### config.mk
export PLATFORM = sky130hd
export DESIGN_NAME = cam_dvp_tx
export DESIGN_NICKNAME = d
export VERILOG_FILES = /design/src/rtl/cam_dvp_tx.sv
export SDC_FILE = /design/constraint.sdc
export NUM_CORES = 1
export LEC_CHECK = 0
export BUFFER_PORTS_ARGS = -buffer_cell sky130_fd_sc_hd__buf_2
export CORE_ASPECT_RATIO = 0.8
export CORE_MARGIN = 3
export CORE_UTILIZATION = 50
export DETAILED_ROUTE_END_ITERATION = 8
export GPL_TIMING_DRIVEN = 0
export PLACE_DENSITY_LB_ADDON = 0.25
export SLEW_MARGIN = 10
export SYNTH_ARGS = -nofsm -noshare
export SYNTH_HDL_FRONTEND = slang
export SYNTH_SLANG_ARGS = --single-unit
### constraint.sdc
create_clock -name clk -period 4.28 [get_ports clk]
set_input_delay 0.856 -clock clk [delete_from_list [all_inputs] [get_ports clk]]
set_output_delay 0.856 -clock clk [all_outputs]
set_load 0.02 [all_outputs]
### src/rtl/cam_dvp_tx.sv
// DVP camera-style transmitter: frame timing FSM plus synthetic RGB565 test patterns.
// Each byte slot is two clk cycles (pclk low then high); outputs change only at slot start.
module cam_dvp_tx #(
  parameter int unsigned H_ACTIVE    = 640,
  parameter int unsigned V_ACTIVE    = 480,
  parameter int unsigned H_BLANK     = 144,
  parameter int unsigned VSYNC_LINES = 3,
  parameter int unsigned V_BACK      = 17,
  parameter int unsigned V_FRONT     = 10
) (
  input  logic        clk,
  input  logic        reset,
  input  logic        enable,
  input  logic [1:0]  pattern_sel,
  input  logic [15:0] solid_color,
  output logic        cam_pclk,
  output logic        cam_vsync,
  output logic        cam_href,
  output logic [7:0]  cam_data,
  output logic        frame_done,
  output logic        busy
);

  localparam int unsigned L         = 2 * H_ACTIVE + H_BLANK;
  localparam int unsigned ACT_BYTES = 2 * H_ACTIVE;
  localparam int unsigned BAR_W     = H_ACTIVE / 8;
  localparam int unsigned COL_W     = $clog2(L + 1);
  localparam int unsigned X_W       = $clog2(H_ACTIVE);
  localparam int unsigned LINE_W    = 16;

  typedef enum logic [2:0] {IDLE, VSYNC, VBACK, ACTIVE, VFRONT} state_t;

  state_t             state;
  logic               phase;
  logic [COL_W-1:0]   col;
  logic [LINE_W-1:0]  line;
  logic [X_W-1:0]     x;
  logic [X_W-1:0]     bar_cnt;
  logic [2:0]         bar;
  logic               low_byte;
  logic [7:0]         n;
  logic [1:0]         pat;
  logic [15:0]        solid;

  state_t             nstate_c;
  logic [COL_W-1:0]   ncol_c;
  logic [LINE_W-1:0]  nline_c;
  logic [LINE_W-1:0]  last_line_c;
  logic               line_end_c;
  logic               period_end_c;
  logic               frame_end_c;
  logic               start_c;
  logic               href_c;
  logic [15:0]        bar_rgb_c;
  logic [15:0]        pixel_c;
  logic [7:0]         byte_c;

  // Position of the slot that begins at the next slot-start edge.
  always_comb begin
    nstate_c     = state;
    ncol_c       = col + COL_W'(1);
    nline_c      = line;
    last_line_c  = '0;
    case (state)
      VSYNC:   last_line_c = LINE_W'(VSYNC_LINES - 1);
      VBACK:   last_line_c = LINE_W'(V_BACK - 1);
      ACTIVE:  last_line_c = LINE_W'(V_ACTIVE - 1);
      VFRONT:  last_line_c = LINE_W'(V_FRONT - 1);
      default: last_line_c = '0;
    endcase
    line_end_c   = (col == COL_W'(L - 1));
    period_end_c = line_end_c && (line == last_line_c);
    frame_end_c  = (state == VFRONT) && period_end_c;
    if (line_end_c) begin
      ncol_c  = '0;
      nline_c = line + LINE_W'(1);
    end
    if (state == IDLE) begin
      ncol_c  = '0;
      nline_c = '0;
      if (enable) nstate_c = VSYNC;
    end else if (period_end_c) begin
      nline_c = '0;
      case (state)
        VSYNC:   nstate_c = VBACK;
        VBACK:   nstate_c = ACTIVE;
        ACTIVE:  nstate_c = VFRONT;
        default: nstate_c = enable ? VSYNC : IDLE;
      endcase
    end
    start_c = (nstate_c == VSYNC) && ((state == IDLE) || (state == VFRONT));
    href_c  = (nstate_c == ACTIVE) && (ncol_c < COL_W'(ACT_BYTES));
  end

  // Colour of the pixel currently pointed at by x / bar.
  always_comb begin
    bar_rgb_c = 16'h0000;
    case (bar)
      3'd0:    bar_rgb_c = 16'hFFFF;
      3'd1:    bar_rgb_c = 16'hFFE0;
      3'd2:    bar_rgb_c = 16'h07FF;
      3'd3:    bar_rgb_c = 16'h07E0;
      3'd4:    bar_rgb_c = 16'hF81F;
      3'd5:    bar_rgb_c = 16'hF800;
      3'd6:    bar_rgb_c = 16'h001F;
      default: bar_rgb_c = 16'h0000;
    endcase
    pixel_c = 16'h0000;
    case (pat)
      2'd0:    pixel_c = bar_rgb_c;
      2'd1:    pixel_c = 16'(x);
      2'd2:    pixel_c = solid;
      default: pixel_c = {8'h00, n};
    endcase
    byte_c = (pat == 2'd3) ? n : (low_byte ? pixel_c[7:0] : pixel_c[15:8]);
  end

  always_ff @(posedge clk or posedge reset) begin
    if (reset) begin
      state      <= IDLE;
      phase      <= 1'b0;
      col        <= '0;
      line       <= '0;
      x          <= '0;
      bar_cnt    <= '0;
      bar        <= '0;
      low_byte   <= 1'b0;
      n          <= '0;
      pat        <= '0;
      solid      <= '0;
      cam_pclk   <= 1'b0;
      cam_vsync  <= 1'b0;
      cam_href   <= 1'b0;
      cam_data   <= '0;
      frame_done <= 1'b0;
      busy       <= 1'b0;
    end else begin
      frame_done <= 1'b0;
      if (!phase) begin
        // Slot start: pclk falls and every slot-level output is updated.
        phase     <= 1'b1;
        cam_pclk  <= 1'b0;
        state     <= nstate_c;
        col       <= ncol_c;
        line      <= nline_c;
        cam_vsync <= (nstate_c == VSYNC);
        busy      <= (nstate_c != IDLE);
        cam_href  <= href_c;
        cam_data  <= href_c ? byte_c : 8'h00;
        if (start_c) begin
          pat      <= pattern_sel;
          solid    <= solid_color;
          n        <= '0;
          x        <= '0;
          bar      <= '0;
          bar_cnt  <= '0;
          low_byte <= 1'b0;
        end else if (href_c) begin
          n        <= n + 8'd1;
          low_byte <= ~low_byte;
          if (low_byte) begin
            if (x == X_W'(H_ACTIVE - 1)) begin
              x       <= '0;
              bar     <= '0;
              bar_cnt <= '0;
            end else begin
              x <= x + X_W'(1);
              if (bar_cnt == X_W'(BAR_W - 1)) begin
                bar_cnt <= '0;
                bar     <= bar + 3'd1;
              end else begin
                bar_cnt <= bar_cnt + X_W'(1);
              end
            end
          end
        end
      end else begin
        phase    <= 1'b0;
        cam_pclk <= 1'b1;
        if (frame_end_c) frame_done <= 1'b1;
      end
    end
  end

endmodule

After elaboration in Yosys (flattened, before gate mapping)

Cells that the tools add are included.

Flip-flop bits (word level): 94
Latch bits: 0
Bits in writable memories: 0
Bits in read-only memories: 0
Bits of input ports: 21
Memories kept: 0

Add/sub/neg operators: 6
Multiply operators: 0
Divide/modulo/power cells: 0
$lt $le $gt $ge: 1
Eq/ne operators: 19
Shift-type cells: 0
Mux-type cells: 38
Bitwise operators: 2
Reduce and logical (&&, ||, !) cells: 18

Operator list:

| kind                  | count |
|---|---|
| $pmux 16 s7           | 1 |
| $mux 10               | 9 |
| $mux 16               | 3 |
| $pmux 16 s3           | 1 |
| $mux 8                | 5 |
| $pmux 9 s4            | 1 |
| $mux 3                | 8 |
| $mux 11               | 2 |
| $add 10x1->10 const B | 2 |
| $add 16x1->16 const B | 1 |
| $eq 16x16->1          | 1 |
| $eq 3x2->1 const B    | 5 |
| $eq 3x3->1 const B    | 4 |
| $add 11x1->11 const B | 1 |
| $eq 11x11->1 const B  | 1 |
| $lt 11x11->1 const B  | 1 |
| $eq 10x10->1 const B  | 1 |
| $eq 10x7->1 const B   | 1 |
| $eq 3x1->1 const B    | 3 |
| $pmux 3 s3            | 1 |
| $reduce_bool 3->1     | 3 |
| $add 8x1->8 const B   | 1 |
| $mux 1                | 7 |
| $logic_not 3->1       | 2 |
| 11 further kinds      | 19 |

Logic depth before layout (Yosys ltp)

Gate-level depths: netlist of the first run.

Depth after elaboration: 10
Mapped depth: 11

Least setup slack after synthesis of the first run

OpenSTA, ideal clock, no wires.

Path kind: reg-to-reg
Start point: register col[5]
End point: register n[3]
Arrival time: 2471 ps
Setup slack: 1743 ps
Cell stages (with the launch flop): 10
Buffers on the path: 1
Cell sequence: dfrtp_1 or4b_1 nor3_2 and4_1 buf_6 nand4_4 o211ai_4 nand2_4 or4_1 nand2_1

Longest elaborated chain between the ends: 8
Elaborated cells between the ends (all ways): 15
Those cells by class: add/sub (1); order compare (1); eq/ne (3); mux (5); reduce/logical (5)

RTL lines:

| what                                                  | line | text |
|---|---|---|
| start, declared                                       | 35   | `logic [COL_W-1:0] col;` |
| start signal, assigned                                | 144  | `col <= ncol_c;` |
| branches (longest 8 deep; another with $add 11x1->11) | -    |  |
| end signal, assigned                                  | 159  | `n <= n + 8'd1;` |
| end, declared                                         | 41   | `logic [7:0] n;` |

Parallel ways; which one is timed is not known.
A chain may end at the register's enable or synchronous reset.

Worst setup path in the final report of the first run

Start point: register col[5]
End point: register bar_cnt[4]

Longest elaborated chain between the ends: 8
Elaborated cells between the ends (all ways): 16
Those cells by class: add/sub (1); order compare (1); eq/ne (3); mux (5); reduce/logical (6)

RTL lines:

| what                                                  | line | text |
|---|---|---|
| branches (longest 8 deep; another with $add 11x1->11) | -    |  |
| end signal, assigned                                  | 172  | `bar_cnt <= bar_cnt + X_W'(1);` |
| end, declared                                         | 38   | `logic [X_W-1:0] bar_cnt;` |

Parallel ways; which one is timed is not known.

==> results of run 1 <==
power by group through the flow:
stage / logic, mW / clock network (mW) / registers [mW]
finish: 0.0309 / 0.880 / 0.888
detailed placement: 0.0326 / 0 / 0.905
floorplan: 0.0140 / 0 / 0.905
CTS: 0.0328 / 0.894 / 0.888
global placement: 0.0281 / 0 / 0.905
global route: 0.0362 / 0.937 / 0.887
placed cells by master, fill, tap and decap left out, drive strengths merged, types with 5 or more instances in the layout:
| master | netlist | routed |
|---|---|---|
| mux2i | 5 | 5 |
| o31ai | 18 | 18 |
| nand3 | 23 | 23 |
| nor3 | 11 | 11 |
| and2 | 5 | 5 |
| o22ai | 5 | 5 |
| a22oi | 8 | 8 |
| a221o | 9 | 9 |
| buf | 9 | 43 |
| nor2 | 37 | 37 |
| nand2 | 117 | 117 |
| nand4 | 13 | 13 |
| inv | 18 | 19 |
| and3 | 11 | 11 |
| a21oi | 31 | 31 |
| clkbuf | 20 | 30 |
| or3 | 10 | 10 |
| ha | 10 | 10 |
| nor2b | 5 | 5 |
| o21ai | 72 | 72 |
| dfrtp | 94 | 94 |
| nand2b | 11 | 11 |
Yosys cell counts (all sizes together), types with 3 or more instances:
master,number,share of area [%]
a22oi,8,1.2
and2,5,0.60
a31oi,4,0.48
nor2,37,2.7
nor4,4,0.60
nand2b,11,1.3
xnor2,4,0.67
o211ai,4,0.84
and3,11,1.3
nor3,11,1.3
or3,10,1.2
a21o,3,0.43
inv,18,1.3
nor3b,3,0.43
dfrtp,94,45
buf,9,0.99
nand4,13,2.1
mux2i,5,0.96
o22ai,5,0.60
a31o,3,0.51
a21oi,31,3.0
ha,10,2.4
nand3,23,2.2
nand2,117,8.6
xor2,4,0.67
clkbuf,20,1.4
o31ai,18,2.6
a221o,9,1.7
o21ai,72,6.9
nor2b,5,0.60
and4,4,0.67
cells by family (layout without fill, tap and decap cells):
kind of cell,count (synthesis),after routing
buffers and inverters,48,98
multiplexers,6,6
flip-flops,94,94
adder cells (fa/ha/maj),10,10
AND/OR/NAND/NOR,266,266
XOR/XNOR,8,8
AO/OA/AOI/OAI,167,167
worst max-delay path by stage:
stage	from	end	slack, ps	depth (start not counted)
finish	col[5]	bar_cnt[4]	1020	10
global route	col[5]	bar_cnt[9]	800	10
CTS	col[5]	bar_cnt[4]	1070	10
detailed placement	col[5]	bar_cnt[4]	1080	10
global placement	reset	line[15]	-110	2
floorplan	reset	bar[0]	980	1
registers in the layout (all words and copies together), names as in the netlist, 2 cells and up:
register and count:
line 16, bar 3, bar_cnt 10, pat 2, solid 16, n 8
col 11, state 3, cam_data 8, x 10
worst max-delay path: cells and delay by family (launching register included):
kind                   cells  cell delay, ps
AOI/OAI and AO/OA          4             690
buffers and inverters      2             410
and+or+nand+nor            4            1560
DFF                        1             460
through the flow:
step	util, %	hold WS, ps	setup WS, ps
after floorplan	-	352	975
after global placement	55.9	358	-111
after detailed placement	56.2	369	1080
after CTS	59.6	384	1070
after global routing	59.6	403	796
final	59.6	379	1020
final cells by class:
class | instances | share of cell area, %
buffer | 29 | 2.14
clock buffer | 10 | 4.05
sequential | 94 | 39.9
multi-input combinational | 457 | 44.9
timing repair buffer | 34 | 3.27
clock inverter | 6 | 1.59
inverter | 19 | 1.25
tap | 136 | 2.89
routing by layer:
metal / global-route usage [%] / routed length [um]
met2: 32.2 / 5550
met5: 0 / 0
met1: 33.4 / 5980
met3: 4.60 / 816
met4: 5.55 / 108
==> flow_summary_export.csv, run 1 <==
group,metric,value,unit
status,outcome,"complete, no violations",
layout,multi_input_area,2650,um^2
synth,synth_cells,599,
clocking,clock-sinks,94,
detailed_routing,drt_iter0_drc,407,
pwr,comb_power_share,1.7,%
global_route,grt.overflow.total,0,
critical_path,end_kind,"flop",
layout,areaGrowthSynthToFinish,13.4,%
sta,period_share,76.2,%
clocking,clk_path_buf_depth,2,
synth,yosys_warnings,0,
synth,synth_fa_ha_area_share,2.41,%
pwr,p_per_area,305,nW/um^2
sta,fin_worst_skew,8.42,ps
sta,worst_pin_slew,682,ps
global_route,grt_pass1_wl,21100,um
clocking,cts_tree,"done",
critical_path,slowest_delay,570,ps
global_route,grt.total_usage,22.1,%
global_route,antenna_found_initial,0,
pwr,seqPwrFrac,49.4,%
clocking,clk_pin_slew_worst_paths,70,ps
synth,syn-num-nets,630,
sta,timing.final.max_slew_violations,0,
clocking,cts-htree-levels,3,
synth,synth_area,5200,um^2
floorplan,io_pins,34,
sta,relSlewSlack,54.6,%
synth,async_reset_ff_share,100,%
synth,seq_area_frac_synth,45.3,%
global_route,grt_pass1_vias,4256,
pwr,power.leakage,2.69,nW
clocking,cts-root-buf,"clkbuf_16",
clocking,cts_hold_buf,0,
worst_hold_path,hold_depth,0,
critical_path,r2r_setup_slack,1020,ps
pwr,totalPowerFinal,1.80,mW
synth,yosys.area_share.simple,25.6,%
clocking,post_cts_buffers,0,
layout,regArea,2350,um^2
detailed_routing,vias,4691,
synth,synth_xor_area_share,1.35,%
synth,synth_compound_area_share,20.4,%
critical_path,worstPathArrival,3480,ps
synth,synth_edf_count,0,
floorplan,rows,32,
placement,place_inst,769,
critical_path,path_max_fanout,10,
synth,synth_seq_cells,94,
floorplan,fp.dieArea,11700,um^2
synth,avgSynthCellArea,8.67,um^2
critical_path,r2r-start,"col[5]",
sta,rsz0062_at_grt,"no",
global_route,grt_max_degree,54,
synth,synth_mux_area_share,1.18,%
pwr,p_sw_share,20.5,%
synth,yosysUniqueCellTypes,60,
pwr,power.switching,0.370,mW
worst_hold_path,hold_path_class,"reg -> reg",
layout,finalNetCount,675,
detailed_routing,dr.pass1.iters,5,
layout,diodes,0,
pwr,irDropWorstVdd,0.230,mV
sta,period_minus_slack,3260,ps
placement,gp_congestion,0.898,
worst_hold_path,holdCritStartpoint,"phase",
sta,setup_violations,0,
flow_run,cap_viol_max_count,0,
detailed_routing,vias_per_cell,5.98,
worst_hold_path,hold_end,"cam_pclk",
critical_path,r2r_cells,10,
clocking,numCtsBuffers,9,
floorplan,initial_utilization,52.5,%
critical_path,critPathLaunchType,"flop",
clocking,cts.repair.resized,0,
synth,synth_top_family_by_area,"simple AND/OR/NAND/NOR gates",
layout,final_area,5890,um^2
layout,fin_cells,785,
placement,port_buffers,33,
detailed_routing,antenna_left,0,
floorplan,fp.dieW,120,um
synth,synth_flop_cell,"dfrtp_1",
sta,max_freq,0.306,GHz
clocking,clk_latency,340,ps
floorplan,die_h,97.2,um
critical_path,cp_cell_sequence,"or4b_1, nor3_2, and4_1, buf_6, a31oi_1, nor3_2, a21oi_1, buf_2, o21ai_0, o31ai_1",
placement,dp_hpwl,8940,um
pwr,clkPwrFrac,48.9,%
floorplan,core_area,9890,um^2
placement,placed_area,5560,um^2
detailed_routing,routedWlPerCell,15.9,um
sta,fin_tns_setup,0,ps
critical_path,required,4490,ps
critical_path,path_class,"reg -> reg",
detailed_routing,route.detailed.drc,0,
critical_path,worstReg2RegEnd,"bar_cnt[4]",
critical_path,crit_slowest_cell,"or4b_1",
sta,hold_violations,0,
critical_path,crit_top_cell,"nor3_2",
layout,fillCellCount,867,
layout,drive_gt1_share,11.1,%
detailed_routing,wirelength,12500,um
pwr,p_int,1.43,mW
Power figures use the tool's default switching activity.
==> inputs of run 2 (changes only) <==
clock period = 3.1 ns   (was 4.28 ns; I/O delays follow)
==> flow_summary_export.csv, run 2 (synthesis results as in run 1) <==
group,metric,value,unit
status,outcome,"complete, no violations",
sta,hold_violations,0,
global_route,antenna_found_initial,0,
sta,setup_violations,0,
layout,reg.largest.list,"line x16, solid x16, col x11",
floorplan,io_pins,34,
critical_path,r2r_cells,10,
critical_path,cp_num_buf_inv,2,
global_route,grt_pass1_vias,4272,
critical_path,cp_cell_sequence,"or4b_1, nor3_4, and4_1, buf_6, nand4_4, o211ai_4, buf_4, nand4_4, or3b_1, nand2_1",
critical_path,endpoint,"x[4]",
detailed_routing,drt_iter0_drc,450,
critical_path,required,3380,ps
flow_run,cap_viol_max_count,0,
detailed_routing,vias_per_cell,6.02,
layout,finalNetCount,680,
critical_path,slowest_delay,600,ps
detailed_routing,vias,4752,
layout,diodes,0,
placement,dp_hpwl,8940,um
critical_path,end_kind,"flop",
sta,fin_hold_ws,323,ps
placement,gp_congestion,0.898,
critical_path,path_delay_family,"simple AND/OR/NAND/NOR gates",
global_route,grt_max_degree,54,
clocking,clock-sinks,94,
critical_path,worstPathArrival,3250,ps
layout,final_common_cell,"nand2_1",
pwr,irDropWorstVdd,0.317,mV
floorplan,core_area,9890,um^2
placement,port_buffers,33,
sta,fin_worst_skew,9.41,ps
clocking,clk_path_buf_depth,2,
pwr,power.leakage,2.74,nW
floorplan,fp.dieW,120,um
detailed_routing,wirelength,12600,um
sta,fin_ws,136,ps
critical_path,critPathLaunch,"col[5]",
floorplan,die_h,97.2,um
clocking,cts-root-buf,"clkbuf_16",
clocking,clk_latency,350,ps
pwr,totalPowerFinal,2.49,mW
clocking,cts_hold_buf,0,
detailed_routing,dr.pass1.iters,5,
sta,period_minus_slack,2960,ps
critical_path,critPathLaunchType,"flop",
detailed_routing,route.detailed.drc,0,
sta,relSlewSlack,62.4,%
critical_path,cp.depth,10,
sta,worst_pin_slew,564,ps
pwr,p_per_area,418,nW/um^2
global_route,grt_pass1_wl,21100,um
layout,layout_common_cells,"116 x nand2_1, 94 x dfrtp_1, 71 x o21ai_0",
critical_path,path_max_fanout,10,
critical_path,crit_slowest_cell,"or4b_1",
detailed_routing,routedWlPerCell,15.9,um
detailed_routing,antenna_left,0,
critical_path,path_class,"reg -> reg",
clocking,cts_tree,"done",
critical_path,crit_top_cell,"nand4_4",
layout,drive_gt1_share,12.4,%
sta,period_share,95.6,%
worst_hold_path,hold_path_class,"in -> async",
critical_path,worstReg2RegEnd,"x[4]",
clocking,clk_pin_slew_worst_paths,70,ps
layout,areaGrowthSynthToFinish,14.6,%
clocking,numCtsBuffers,9,
sta,timing.final.max_slew_violations,0,
global_route,grt.total_usage,22.1,%
floorplan,initial_utilization,52.5,%
sta,max_freq,0.337,GHz
floorplan,fp.dieArea,11700,um^2
sta,rsz0062_at_grt,"yes",
placement,dp_slack,-98.7,ps
critical_path,r2r_setup_slack,140,ps
layout,fin_util,60.2,%
clocking,cts-htree-levels,3,
floorplan,rows,32,
critical_path,r2r-start,"col[5]",
global_route,grt.overflow.total,0,
run 2: power by group:
part / switching, mW / total (mW) / internal (mW)
Sequential: 0 / 1.23 / 1.23
Clock: 0.487 / 1.22 / 0.734
Combinational: 0.0291 / 0.0426 / 0.0135
run 2: layout make-up:
| type | count | area [um^2] |
|---|---|---|
| fill | 857 | 3930 |
| buffer | 29 | 129 |
| tap | 136 | 170 |
| clock buffer | 10 | 239 |
| timing repair buffer | 39 | 230 |
| multi-input combinational | 457 | 2670 |
| clock inverter | 6 | 93.8 |
| sequential | 94 | 2350 |
| inverter | 19 | 73.8 |
run 2: worst min-delay path by stage:
| stage | endpoint | slack, ps | cells after the start |
|---|---|---|---|
| final | phase | 320 | 2 |
| after global routing | cam_pclk | 360 | 2 |
| after CTS | cam_pclk | 340 | 2 |
| after detailed placement | cam_pclk | 370 | 0 |
| after global placement | cam_pclk | 360 | 0 |
| after floorplan | cam_pclk | 350 | 0 |
run 2: layer usage:
| layer | vias to the layer above | share of wire [%] | track usage, % |
|---|---|---|---|
| met2 | 163 | 44 | 32.4 |
| met4 | 0 | 0.95 | 5.55 |
| met1 | 2318 | 48 | 33.5 |
| met5 | - | 0 | 0 |
| li1 | 2260 | - | - |
| met3 | 11 | 6.5 | 4.60 |
run 2: through the flow:
step                setup TNS [ps]  instances  area, um^2
floorplan                        0        599        5200
global placement            -98720        768        5530
detailed placement            -949        769        5560
CTS                              0        787        5920
global route                 -63.7        790        5960
finish                           0        790        5960
run 2: timing repair:
action / 4_1_cts / 5_1_grt
setup endpoints to repair: 14 / 42
hold endpoints to repair: 0 / 0
setup buffers: 2 / 3
pin swaps: 1 / 3
gates resized for setup: 2 / 6
